<file path="src/rtl/alu_share_arbiter.sv">
// Two-requester round-robin arbiter in front of one shared combinational ALU.
// One operation in flight: IDLE (grant) -> EXEC (evaluate) -> RESP (hold result until taken).
module alu_share_arbiter #(
  parameter int unsigned WIDTH     = 32,
  parameter int unsigned CNT_WIDTH = 16
) (
  input  logic                 clk,
  input  logic                 rst_n,
  input  logic [1:0]           req_valid,
  output logic [1:0]           req_ready,
  input  logic [WIDTH-1:0]     req_a_0,
  input  logic [WIDTH-1:0]     req_b_0,
  input  logic [2:0]           req_op_0,
  input  logic [WIDTH-1:0]     req_a_1,
  input  logic [WIDTH-1:0]     req_b_1,
  input  logic [2:0]           req_op_1,
  output logic [1:0]           rsp_valid,
  input  logic [1:0]           rsp_ready,
  output logic [WIDTH-1:0]     rsp_result,
  output logic                 rsp_zero,
  output logic                 rsp_lt,
  output logic                 busy,
  output logic [CNT_WIDTH-1:0] grant_cnt_0,
  output logic [CNT_WIDTH-1:0] grant_cnt_1
);

  localparam logic [CNT_WIDTH-1:0] CNT_MAX = '1;

  typedef enum logic [1:0] {IDLE, EXEC, RESP} state_t;

  state_t               r_state, w_state_nxt;
  logic                 r_ptr, r_grant;
  logic [WIDTH-1:0]     r_a, r_b, r_result;
  logic [2:0]           r_op;
  logic                 r_zero, r_lt;
  logic [CNT_WIDTH-1:0] r_cnt_0, r_cnt_1;

  logic                 w_grant, w_req_hs, w_rsp_hs;
  logic [1:0]           w_req_ready;
  logic [WIDTH-1:0]     w_alu;
  logic                 w_zero, w_lt, w_ltu;

  always_ff @(posedge clk or negedge rst_n) begin
    if (!rst_n) r_state <= IDLE;
    else        r_state <= w_state_nxt;
  end

  // Grant selection and handshakes; req_ready is held low while in reset.
  always_comb begin
    w_state_nxt = r_state;
    w_req_ready = 2'b00;
    w_grant     = 1'b0;
    w_req_hs    = 1'b0;
    w_rsp_hs    = 1'b0;
    case (r_state)
      IDLE: begin
        if (req_valid == 2'b11) w_grant = r_ptr;
        else                    w_grant = req_valid[1];
        if ((|req_valid) && rst_n) begin
          w_req_ready[w_grant] = 1'b1;
          w_req_hs             = 1'b1;
          w_state_nxt          = EXEC;
        end
      end
      EXEC: w_state_nxt = RESP;
      RESP: begin
        if (rsp_ready[r_grant]) begin
          w_rsp_hs    = 1'b1;
          w_state_nxt = IDLE;
        end
      end
      default: w_state_nxt = IDLE;
    endcase
  end

  // Shared ALU on the latched operands; flags always come from the operands.
  always_comb begin
    w_zero = (r_a == r_b);
    w_lt   = ($signed(r_a) < $signed(r_b));
    w_ltu  = (r_a < r_b);
    w_alu  = '0;
    case (r_op)
      3'b000: w_alu = r_a + r_b;
      3'b001: w_alu = r_a - r_b;
      3'b010: w_alu = r_a & r_b;
      3'b011: w_alu = r_a | r_b;
      3'b100: w_alu = r_b;
      3'b101: w_alu = WIDTH'(w_ltu);
      3'b110: w_alu = WIDTH'(w_lt);
      3'b111: w_alu = r_a ^ r_b;
      default: w_alu = '0;
    endcase
  end

  always_ff @(posedge clk or negedge rst_n) begin
    if (!rst_n) begin
      r_a      <= '0;
      r_b      <= '0;
      r_op     <= '0;
      r_grant  <= 1'b0;
      r_ptr    <= 1'b0;
      r_result <= '0;
      r_zero   <= 1'b0;
      r_lt     <= 1'b0;
    end else begin
      if (w_req_hs) begin
        r_a     <= w_grant ? req_a_1  : req_a_0;
        r_b     <= w_grant ? req_b_1  : req_b_0;
        r_op    <= w_grant ? req_op_1 : req_op_0;
        r_grant <= w_grant;
      end
      if (r_state == EXEC) begin
        r_result <= w_alu;
        r_zero   <= w_zero;
        r_lt     <= w_lt;
      end
      if (w_rsp_hs) r_ptr <= ~r_grant;
    end
  end

  // Saturating per-requester grant counters.
  always_ff @(posedge clk or negedge rst_n) begin
    if (!rst_n) begin
      r_cnt_0 <= '0;
      r_cnt_1 <= '0;
    end else if (w_req_hs) begin
      if (!w_grant && (r_cnt_0 != CNT_MAX)) r_cnt_0 <= r_cnt_0 + CNT_WIDTH'(1);
      if (w_grant && (r_cnt_1 != CNT_MAX))  r_cnt_1 <= r_cnt_1 + CNT_WIDTH'(1);
    end
  end

  assign req_ready   = w_req_ready;
  assign rsp_valid   = (r_state == RESP) ? (r_grant ? 2'b10 : 2'b01) : 2'b00;
  assign rsp_result  = r_result;
  assign rsp_zero    = r_zero;
  assign rsp_lt      = r_lt;
  assign busy        = (r_state != IDLE);
  assign grant_cnt_0 = r_cnt_0;
  assign grant_cnt_1 = r_cnt_1;

endmodule
</file>
<file path="config.mk">
export PLATFORM = sky130hd
export DESIGN_NAME = alu_share_arbiter
export DESIGN_NICKNAME = d
export VERILOG_FILES = /design/src/rtl/alu_share_arbiter.sv
export SDC_FILE = /design/constraint.sdc
export NUM_CORES = 1
export LEC_CHECK = 0
export ABC_AREA = 1
export CAP_MARGIN = 20
export CORE_MARGIN = 5
export CORE_UTILIZATION = 46
export DETAILED_ROUTE_END_ITERATION = 10
export PLACE_DENSITY = 0.71
export SYNTH_ARGS = -nofsm -noshare
export SYNTH_HDL_FRONTEND = slang
export SYNTH_SLANG_ARGS = --single-unit
</file>
<file path="constraint.sdc">
create_clock -name clk -period 2.5 [get_ports clk]
set_clock_uncertainty 0.1 [all_clocks]
set_input_delay 0.25 -clock clk [delete_from_list [all_inputs] [get_ports clk]]
set_output_delay 0.25 -clock clk [all_outputs]
set_load 0.1 [all_outputs]
</file>
Word-level counts from Yosys, hierarchy flattened. Index checks and enable logic that the tools add are counted.

Register bits: 137. Bits of input ports: 140. Output and inout bits: 71.

Add/sub/neg operators: 4. Order comparisons: 5. Equality and inequality tests: 15. Multiplexer cells: 22. Bitwise gates (word level): 4. Reduce and logical (&&, ||, !) cells: 12.

Operators by type and width (count): $pmux 32 s8 (1); $lt 32x32->1 (2); $mux 32 (2); $add 16x1->16 const B (2); $add 32x32->32 (1); $and 32x32->32 (1); $eq 32x32->1 (1); $ne 16x16->1 const B (2); $or 32x32->32 (1); $sub 32x32->32 (1); $xor 32x32->32 (1); $eq 3x3->1 const B (4); $mux 2 (6); $mux 1 (10); $eq 3x2->1 const B (2); $pmux 2 s3 (1); $reduce_and 2->1 (3); $eq 2x2->1 const B (2); $logic_and 1x1->1 (4); $lt 1x2->1 const B (2); $ne 2x2->1 const B (2); $eq 3x1->1 const B (1); $logic_not 3->1 (1); $mux 3 (1); 8 further kinds (8).

Logic depth before layout (Yosys ltp).
Depth in word-level cells: 9. Gate-level depth with buffers: 19. Depth with buffers taken out: 18.

Worst setup path before layout. No wires, ideal clock.

Kind: reg2reg. Start point: reg r_cnt_1[1] (netlist: grant_cnt_1[1]). End point: reg r_cnt_1[14] (netlist: grant_cnt_1[14]). Arrival: 2.225 ns. Required time: 2.241 ns. Slack: 0.016 ns. Cell stages (with the launch flop): 8. Clock period less this slack: 2.484 ns. Cell sequence: dfrtp_1 -> ha_1 -> nand3_1 -> nor3_1 -> nand3_1 -> nor2_2 -> nand4_1 -> xnor2_1.

Word-level cells in the longest chain between the ends: 3.

Ends and longest elaborated chain: start, declared (RTL line 36) `logic [CNT_WIDTH-1:0] r_cnt_0, r_cnt_1;`; start signal, assigned (RTL line 128) `if (w_grant && (r_cnt_1 != CNT_MAX)) r_cnt_1 <= r_cnt_1 + CNT_WIDTH'(1);`; branches (longest 3 deep; another with $add 16x1->16).

Parallel ways; which one is timed is not known. A chain may end at the register's enable or synchronous reset.

Worst setup path after layout.
Start point: reg r_a[2]. End point: reg r_result[9] (netlist: rsp_result[9]).

Word-level cells in the longest chain between the ends: 2.

Ends and longest elaborated chain: start, declared (RTL line 33) `logic [WIDTH-1:0] r_a, r_b, r_result;`; start signal, assigned (RTL line 107) `r_a <= w_grant ? req_a_1 : req_a_0;`; $sub 32x32->32 / $add 32x32->32 (equally long branches) (RTL line 84, 83); $pmux 32 s8 * (RTL line 82) `case (r_op)`; end signal, assigned (RTL line 113) `r_result <= w_alu;`; end, declared (RTL line 33).

Mark *: on every way between the ends. The rest lies on a longest branch, timed or not.

==> run summary <==
- **detailed-route vias per instance** 5.469
- **number of inserted diodes** 0
- **routed vias** 14610
- **largest net degree at the start of global routing** 58
- **worst path required time** 2720 ps
- **Max transition margin** 54.82%
- **total routing usage reported by global routing** 32.74%
- **clock transition at the registers of the reported paths** 80 ps
- **number of fillers in the final layout** 2569
- **cell at the root of the clock tree** clkbuf_16
- **1st-pass router iterations** 5
- **CTS Buffer Depth** 2
- **Final Max Tran Viols** 0
- **Setup crit end kind** register
- **Syn Std Cell Area** 0.01261 mm2
- **number of max-capacitance violations reported** 0
- **cell types with the highest counts after synthesis** nand2_1 (544), inv_1 (318), nor2_1 (200)
- **initial detailed-routing violation count** 1458
- **ratio of cells with drive above 1 in the final layout** 19.06%
- **share of async-settable or async-resettable flops after synthesis** 100.0%
- **total grt overflow** 0
- **effective utilization at floorplan** 46.79%
- **y dimension of the die** 175.6 um
- **placed instance area** 0.01603 mm2
- **register bit total from synthesis** 137
- **horizontal die dimension** 175.6 um
- **achievable frequency** 0.4160 GHz
- **final setup vio count** 0
- **final weighted congestion of routability-driven global placement** 1.094
- **floorplan row count** 60
- **final critical-path required period** 2404 ps
- **Syn Nets** 2216
- **result of the run** complete, no violations
- **number of global-route vias before repair** 13910
- **antenna violation net count after detailed routing** 0
- **number of I/O pins** 211
- **cell count after synthesis** 1976
- **final hold violation count** 0
- **post-layout net count** 2557
- **number of enable-type register cells in the synthesized netlist** 0
- **setup slack after layout** 95.94 ps
- **RSZ-0062 raised after global routing** yes
- **cell type contributing the most total cell area after synthesis** dfrtp_1
- **number of buffers created by CTS** 17
- **buffers added on ports** 210
- **commonest register cell after synthesis** dfrtp_1
- **TritonCTS clock tree** built
- **Remaining DRCs** 0
- **CTS H-tree depth** 4
- **transition time at the pin with the least slew margin** 672.6 ps
- **Synthesis Warnings** 0
- **latest clock arrival within the worst-skew pair** 440 ps
- **largest fanout on the critical path** 7
- **HPWL reported at the end of detailed placement** 42.33 mm
- **Non-Filler Cell Area, Final** 0.01704 mm2
- **DP Worst Slack** -74.31 ps
- **top area cells in the synthesized netlist** dfrtp_1 (27%), nand2_1 (16%), ha_1 (9.7%)
- **Post-Route WL** 52.17 mm
- **DIE AREA** 0.03082 mm2
- **area added between synthesis and finish** 35.10%
- **Avg Cell Area, Syn** 6.381 um2
- **Setup Crit Path Kind** register to register
- **Data arrival, critical path** 2630 ps
- **area share of the largest cell type after synthesis** 27.19%
- **number of unique standard cell types used by synthesis** 52
- **part of the cycle the worst path needs** 96.16%
- **number of antenna violations at the first check in global routing** 0
- **share of the yosys chip area belonging to registers** 27.19%
- **clock sinks** 137
- **Startpoint Class** register
- **wire length of the first global-routing pass** 78.78 mm
- **most frequently used cell type in the post-synthesis netlist** nand2_1
- **Core Region** 0.02695 mm2
- **class of the tightest hold or removal check** primary input to register
- **Wirelength per Cell** 19.53 um
[final cells by class]
class	count	area [um2]	area share, %
Sequential cell	137	3428	20.12
Clock buffer	18	439.2	2.578
Multi-Input combinational cell	1422	7918	46.48
Inverter	342	1284	7.536
Timing Repair Buffer	397	3398	19.95
Clock inverter	14	141.4	0.8300
Tap cell	341	426.7	2.505
[critical path, stage by stage, from the launching register on]
cell and delay (ps):
dfrtp_1 420, inv_1 140, ha_4 340, inv_2 70, nand2_2 70, nand2_1 70
nand2_1 110, nand3_2 130, nand2_1 80, nand2_1 100, o21ai_0 300, nand3_1 110
nand3_1 180, nand2_1 70
[layer usage]
layer,track usage [%],routed length (um),share of wire [%]
met4,8.415,1110,2.1
met1,49.59,24220,46
met3,5.704,4858,9.3
met2,48.19,21980,42
met5,0,0,0
[final timing paths]
| path | from | endpoint | slack, ps | depth (start not counted) |
|---|---|---|---|---|
| worst min-delay path | rsp_ready[0] | r_ptr | 300 | 3 |
| max in group asynchronous | rst_n | r_b[20] | 1370 | 3 |
| worst max register to register | r_a[2] | rsp_result[9] | 100 | 13 |
| min in group asynchronous | rst_n | r_b[0] | 460 | 3 |
| worst min register to register | rsp_result[31] | rsp_result[31] | 380 | 2 |
| worst max-delay path | r_a[2] | rsp_result[9] | 100 | 13 |
[registers in the layout (all words and copies together) (netlist names)]
register / count
r_a: 32
r_grant: 1
r_op: 3
r_b: 32
rsp_lt: 1
r_state: 2
rsp_zero: 1
r_ptr: 1
rsp_result: 32
grant_cnt_1: 16
grant_cnt_0: 16
[cells in the final DEF (no fill, tap or decap), drive strengths merged, types with 5 or more instances in the layout]
master	instances
dfrtp	137
clkdlybuf4s50	138
o22ai	92
inv	351
nand3	129
ha	98
a21oi	70
nor2	218
and2	7
clkbuf	18
nand4	24
nor3	42
a221oi	17
and3	5
xnor2	13
nand2	555
o21ai	103
xor2	18
buf	258
[through the flow]
stage | TNS (ps) | hold WS (ps) | instances | util (%)
2_1_floorplan | 0 | -145.6 | 1976 | -
3_3_place_gp | -186.0 | 363.1 | 2634 | 59.48
3_5_place_dp | -251.6 | 363.4 | 2634 | 59.48
4_1_cts | 0 | 299.4 | 2667 | 61.74
5_1_grt | -61.67 | 311.7 | 2671 | 63.21
6_report | 0 | 304.1 | 2671 | 63.21
[what timing repair did]
item,CTS,global route
endpoints found under the setup margin,7,26
hold endpoints to repair,137,0
gates resized for setup,6,103
hold buffers,1,0
buffers inserted,0,4
pin swaps,0,3
[kinds of logic (layout without fill, tap and decap cells)]
group / count (synthesis) / count (layout) / share of synthesized area, %
AO/OA/AOI/OAI: 303 / 303 / 14.12
XOR/XNOR: 31 / 31 / 2.153
adder cells (fa/ha/maj): 100 / 100 / 10.04
buffers and inverters: 417 / 771 / 13.03
flip-flops: 137 / 137 / 27.19
AND/OR/NAND/NOR: 988 / 988 / 33.47
Power is left out: the tool's default activity adds up to more than one toggle a clock period on the data nets, which glitch-free logic cannot reach.
